==> config.mk <==
export PLATFORM = sky130hd
export DESIGN_NAME = spi_loader
export DESIGN_NICKNAME = d
export VERILOG_FILES = /design/src/rtl/spi_loader.sv
export SDC_FILE = /design/constraint.sdc
export NUM_CORES = 1
export LEC_CHECK = 0
export CORE_ASPECT_RATIO = 0.9
export CORE_MARGIN = 8
export CORE_UTILIZATION = 38
export DETAILED_ROUTE_END_ITERATION = 8
export GPL_TIMING_DRIVEN = 0
export PLACE_DENSITY = 0.74
export SLEW_MARGIN = 40
export SYNTH_ARGS = -nofsm -noshare
export SYNTH_HDL_FRONTEND = slang
export SYNTH_SLANG_ARGS = --single-unit
==> constraint.sdc <==
create_clock -name clk -period 1.6 [get_ports clk]
set_clock_uncertainty 0.1 [all_clocks]
set_input_delay 0.16 -clock clk [delete_from_list [all_inputs] [get_ports clk]]
set_output_delay 0.16 -clock clk [all_outputs]
set_load 0.02 [all_outputs]
==> src/rtl/spi_loader.sv <==
// spi_loader: pulls {data, addr} frames from spi_if while the load pin is high and writes them to data memory.
// Defining LOADER_CSUM_EN enables the checksum frame (address all-ones) and the csum_ok/csum_err flags.
`ifndef DATAPATH_W
`define DATAPATH_W 8
`endif
`ifndef DMEM_SZ
`define DMEM_SZ 16
`endif
`ifndef CLOG2
`define CLOG2(x) $clog2(x)
`endif

module spi_loader #(
    parameter int DATA_W = `DATAPATH_W,
    parameter int ADDR_W = `CLOG2(`DMEM_SZ)
) (
    input  logic              clk,
    input  logic              rst,
    input  logic              load_en_in,
    output logic              driver_io_out,
    output logic              req_out,
    input  logic              ready_in,
    input  logic [ADDR_W-1:0] addr_in,
    input  logic [DATA_W-1:0] data_in,
    output logic              mem_we_out,
    output logic [ADDR_W-1:0] mem_addr_out,
    output logic [DATA_W-1:0] mem_data_out,
    output logic              cpu_hold_out,
    output logic              cpu_start_out,
    output logic [ADDR_W:0]   word_cnt_out,
    output logic              csum_ok_out,
    output logic              csum_err_out
);

    // state | meaning: IDLE core runs | REQ frame requested | WAIT frame in flight | WRITE memory write | DONE start pulse
    typedef enum logic [2:0] {IDLE, REQ, WAIT, WRITE, DONE} state_t;

    state_t            state;
    logic [ADDR_W-1:0] addr_q;
    logic [DATA_W-1:0] data_q;
    logic [ADDR_W:0]   word_cnt;
    logic              in_is_data;
    logic              q_is_data;

`ifdef LOADER_CSUM_EN
    localparam logic [ADDR_W-1:0] ADDR_CSUM = '1;
    logic [DATA_W-1:0] csum_acc;
    logic              csum_ok;
    logic              csum_err;

    assign in_is_data = (addr_in != ADDR_CSUM);
    assign q_is_data  = (addr_q != ADDR_CSUM);
`else
    assign in_is_data = 1'b1;
    assign q_is_data  = 1'b1;
`endif

    always_ff @(posedge clk) begin
        if (rst) begin
            state         <= IDLE;
            driver_io_out <= 1'b0;
            req_out       <= 1'b0;
            mem_we_out    <= 1'b0;
            cpu_hold_out  <= 1'b0;
            cpu_start_out <= 1'b0;
            addr_q        <= '0;
            data_q        <= '0;
            word_cnt      <= '0;
        end else begin
            case (state)
                IDLE: begin
                    if (load_en_in) begin
                        state         <= REQ;
                        req_out       <= 1'b1;
                        driver_io_out <= 1'b1;
                        cpu_hold_out  <= 1'b1;
                        word_cnt      <= '0;
                    end
                end
                REQ: begin
                    req_out <= 1'b0;
                    state   <= WAIT;
                end
                WAIT: begin
                    // the frame already requested is always completed, whatever load_en_in does
                    if (ready_in) begin
                        addr_q     <= addr_in;
                        data_q     <= data_in;
                        mem_we_out <= in_is_data;
                        state      <= WRITE;
                    end
                end
                WRITE: begin
                    mem_we_out <= 1'b0;
                    if (q_is_data && (word_cnt != '1))
                        word_cnt <= word_cnt + 1'b1;
                    if (load_en_in) begin
                        state   <= REQ;
                        req_out <= 1'b1;
                    end else begin
                        state         <= DONE;
                        cpu_start_out <= 1'b1;
                    end
                end
                DONE: begin
                    cpu_start_out <= 1'b0;
                    driver_io_out <= 1'b0;
                    cpu_hold_out  <= 1'b0;
                    state         <= IDLE;
                end
                default: state <= IDLE;
            endcase
        end
    end

`ifdef LOADER_CSUM_EN
    // accumulator tracks data actually written; flags stay set until the next load start
    always_ff @(posedge clk) begin
        if (rst) begin
            csum_acc <= '0;
            csum_ok  <= 1'b0;
            csum_err <= 1'b0;
        end else if (state == IDLE && load_en_in) begin
            csum_acc <= '0;
            csum_ok  <= 1'b0;
            csum_err <= 1'b0;
        end else if (state == WRITE) begin
            if (q_is_data)
                csum_acc <= csum_acc + data_q;
            else if (data_q == csum_acc)
                csum_ok <= 1'b1;
            else
                csum_err <= 1'b1;
        end
    end

    assign csum_ok_out  = csum_ok;
    assign csum_err_out = csum_err;
`else
    assign csum_ok_out  = 1'b0;
    assign csum_err_out = 1'b0;
`endif

    assign mem_addr_out = addr_q;
    assign mem_data_out = data_q;
    assign word_cnt_out = word_cnt;

endmodule

# Word-level counts from Yosys, hierarchy flattened
# Cells that the tools add are included.
# op_classes
n_addsub	1
mux	14
magnitude_cmp	0
reduce_logical	14
mul	0
eq_ne	10
div_mod_pow	0
bitwise	0
shifts	0
# op_table
op	n
case mux 3 bit (4 select lines)	1
AND reduction 2 bit	6
2-to-1 mux 5 bit	2
case mux 5 bit (2 select lines)	1
nonzero test 2 bit	5
2-to-1 mux 3 bit	3
inequality test 2 bit, second input constant	4
case mux 1 bit (2 select lines)	4
equality test 3 x 2 -> 1 bit, second input constant	2
adder 5 x 1 -> 5 bit, second input constant	1
inequality test 5 bit, second input constant	1
equality test 3 x 1 -> 1 bit, second input constant	1
equality test 3 bit, second input constant	1
zero test 3 bit	1
2-to-1 mux 1 bit	3
AND reduction 3 bit	1
inequality test 2 x 1 -> 1 bit, second input constant	1
OR reduction 2 bit	1
# totals
mem_count	0
output_inout_bits	24
latch_bits	0
inputBits	16
reg_bits	24
mem_bits_rw	0
romBits	0
elab_cells	47

# Depth between registers and ports, before layout
# depth
ltp_word	4
depth_mapped	6
ltp_nobuf	6

# Worst setup path after synthesis
# OpenSTA, ideal clock, no wires.
# synth_path
kind	register to register
from	register word_cnt[0] (netlist: word_cnt_out[0])
to	register word_cnt[3] (netlist: word_cnt_out[3])
period_less_slack_ns	1.844
t_required_ns	1.409
stages_incl_launch_ff	7
setup_time_ns	0.091
path_buffers	0
arrival_time_ns	1.653
setup_slack_ns	-0.244
path_cell_list	dfxtp_1 > ha_1 > and3_1 > ha_1 > and4bb_2 > a41oi_1 > a311oi_1
# synth_between
elab_chain_cells	3
word_cells_on_any_way	6
cone_classes	add/sub: 1; eq/ne: 2; mux: 2; reduce/logical: 1
# synth_lines
item	line	rtl
start: declaration	41	logic [ADDR_W:0] word_cnt;
start signal: assignment	96	word_cnt <= word_cnt + 1'b1;
adder 5 x 1 -> 5 bit or inequality test 5 bit (tied branches)	96, 95	
2-to-1 mux 5 bit or inequality test 2 bit (tied branches)	--	
case mux 5 bit (2 select lines) or AND reduction 3 bit (tied branches)	--	
# Several ways; a longest one is shown, not always the timed one. The select of a mux whose other input is x is not followed.
# A chain may end at the register's enable or synchronous reset.

# Final worst setup path
# layout_path
from	register word_cnt[1] (netlist: word_cnt_out[1])
to	register word_cnt[2] (netlist: word_cnt_out[2])
# The elaborated chain is that of the path after synthesis.

==> reports/results.ini <==
[setup_path]
crit_type=reg2reg
r2r_start=word_cnt_out[1]
max_stage_delay_ns=0.38
cpLargestDelayFamily=simple AND/OR/NAND/NOR gates
cp.required_ns=1.74
start_kind=flip-flop
r2r_slack_ns=-0.09
critical_path.most_common_cell=ha_4
cp_slowest_cell=dfxtp_4
cp_cell_sequence=ha_4 > and3_4 > ha_4 > and4bb_4 > a21oi_2 > a311oi_2
arrival_ns=1.83
cp_max_fo=5
r2r_end=word_cnt_out[2]
reg2reg_depth=6
worst-path-buf-inv=0
critPathCaptureType=flip-flop

[synth]
yosys.area.top_type_share_pct=47.00
ys_warn_count=0
yosysMostFrequentCell=nand2_1
seq_area_frac_synth_pct=47.00
synth_area_per_cell_sq_um=8.519
async_flop_share_pct=0
synthFlopType=dfxtp_1
synth_area_leader_cell=dfxtp_1
ys_ff_latch=24
synth.area.top_cells=dfxtp_1, nand2_1, a21oi_1
synth_edf_count=0
synthCells=120
synthTopCellsByCount=nand2_1, dfxtp_1, a21oi_1
syn_area_sq_um=1022
synthDistinctLibCells=31

[floorplan]
initial_core_util_pct=38.47
rows=18
die_x_um=70.67
core_area_sq_um=2658
pin_count=40
die_area_sq_um=4608
die_y_um=65.21

[detailed_routing]
firstDrtPassIters=4
via_per_inst=5.105
vias=1021
antenna_left=0
drc=0
drtIter0Drc=47
wirelength_mm=2.896
drt-wirelength-per-cell_um=14.48

[placement]
portBuffers=37
place.detailed.hpwl_mm=2.080
place_congestion=0.7951

[global_routing]
grt.busiest_layer=met2
grt-ovfl-total=0
grt_pass1_vias=1025
gr-usage-met1_pct=14.37
gr-usage-met2_pct=21.76
antenna_found_initial=0
grt_max_degree=14
use_met3_pct=4.255
grt_pass1_wl_mm=4.761
grt_use_total_pct=12.42

[timing]
finalSetupViolCount=5
min_period_over_period_pct=105.7
layout_setup_ws_ns=-0.09169
fmax_mhz=591.1
fin_tns_setup_ns=-0.3392
hold_slack_ns=0.2793
post-route-min-period_ns=1.692
drv_slew=0
hold_viol=0
rsz0062_at_grt=true

[run]
drv_cap=0

[cells_and_area]
fillerInstances=236
fin_nets=189
syn2layout_area_growth_pct=59.12
diodes=0
drive_gt1_share_pct=21.18

[cts]
numCtsBuffers=3
cts_tree=done
clk_latency_ns=0.31
cts.path.max_buffers=2
htree_levels=1
cts.sinks=24
path_clk_slew_ns=0.14
root_buffer=clkbuf_4
cts_hold_buf=0

[power_and_ir_drop]
p_leak_nw=0.6812
max-vdd-ir-drop_mv=0.5592
power.density_nw_per_um2=752.6

[status]
violations=negative setup slack
outcome=finished, violations left

[hold_path]
worstHoldStart=data_in[2]
hold_path.class=in2reg
worstHoldPathCells=3
holdPathEnd=mem_data_out[2]

## layout make-up
cell class | instances | area, sq um | area share (%)
multi-input combinational | 86 | 565.5 | 34.77
timing repair buffer | 45 | 439.2 | 27.00
tap | 30 | 37.54 | 2.308
buffer | 10 | 56.30 | 3.462
inverter | 1 | 3.754 | 0.2308
sequential | 24 | 488.0 | 30.00
clock buffer | 4 | 36.28 | 2.231
## placed cells by master, fill, tap and decap left out, types with 2 or more instances in the layout
| cell type | count |
|---|---|
| clkdlybuf4s50_1 | 26 |
| nand2_1 | 25 |
| dfxtp_1 | 22 |
| a21oi_1 | 15 |
| buf_4 | 11 |
| dlygate4sd2_1 | 6 |
| dlymetal6s2s_1 | 5 |
| nand3_1 | 4 |
| nor2_1 | 4 |
| nor3_1 | 4 |
| buf_2 | 3 |
| clkbuf_1 | 3 |
| a21oi_2 | 3 |
| clkbuf_4 | 3 |
| nand4_1 | 2 |
| a311oi_2 | 2 |
| nand2b_1 | 2 |
| nor3b_1 | 2 |
| ha_4 | 2 |
| conb_1 | 2 |
| dfxtp_4 | 2 |
## timing repair
action,4_1_cts,5_1_grt
gates cloned,0,0
gates resized for setup,9,12
hold endpoints to repair,0,0
buffers inserted,6,2
pin swaps,5,6
endpoints found under the setup margin,11,10
## metal layers
layer  share of wire (%)  vias up
met1                  40      479
met4                 1.2        0
met5                   0        -
li1                    -      515
met2                  53       23
met3                 6.0        4
## tightest hold or removal path, cell delays in order
cell and delay (ns):
clkdlybuf4s50_1 0.39, nand2_1 0.05, a21oi_1 0.05
## report_power, final
group / total [mW] / leakage [nW] / internal [mW] / switching, mW
sequential: 0.643 / 0.196 / 0.622 / 0.0210
clock: 0.321 / 0.0210 / 0.139 / 0.182
combinational: 0.260 / 0.464 / 0.130 / 0.130
total: 1.22 / 0.681 / 0.891 / 0.333
## flip-flops by register name (all words and copies together), names as in the netlist
| register | flops |
|---|---|
| mem_data_out | 8 |
| mem_addr_out | 4 |
| cpu_start_out | 1 |
| cpu_hold_out | 1 |
| state | 3 |
| mem_we_out | 1 |
| req_out | 1 |
| word_cnt_out | 5 |
## metrics by stage
step / area (sq um) / setup WS (ns) / util, % / std cells / power, mW
after detailed placement: 1479 / -0.1781 / 55.65 / 188 / 0.9050
final: 1627 / -0.09169 / 61.21 / 200 / 1.224
after floorplan: 1071 / -0.03095 / - / 121 / 0.7914
after CTS: 1564 / -0.1059 / 58.85 / 198 / 1.226
after global placement: 1479 / -0.1534 / 55.65 / 188 / 0.8981
after global routing: 1627 / -0.1408 / 61.21 / 200 / 1.278
## worst max-delay path by stage
stage	from	endpoint	slack, ns	cells past startpoint
after floorplan	word_cnt_out[1]	word_cnt_out[3]	-0.03	6
after global placement	load_en_in	word_cnt_out[2]	-0.15	4
after detailed placement	load_en_in	word_cnt_out[2]	-0.18	4
after CTS	word_cnt_out[0]	word_cnt_out[2]	-0.11	6
after global routing	word_cnt_out[0]	word_cnt_out[2]	-0.14	6
final	word_cnt_out[1]	word_cnt_out[2]	-0.09	6
## cells by family (layout without fill, tap and decap cells)
logic type / after synthesis / in the layout / share of synthesized area, %
and+or+nand+nor: 54 / 54 / 27.66
xor gates and xnor gates: 1 / 1 / 0.8569
AOI/OAI and AO/OA: 26 / 26 / 14.81
muxes: 1 / 1 / 0.9792
other: 1 / 2 / 0.3668
buffers and inverters: 11 / 60 / 5.874
adders and majority gates: 2 / 2 / 2.448
DFF: 24 / 24 / 47.00
Note: power is estimated with default switching activity, not from simulation.
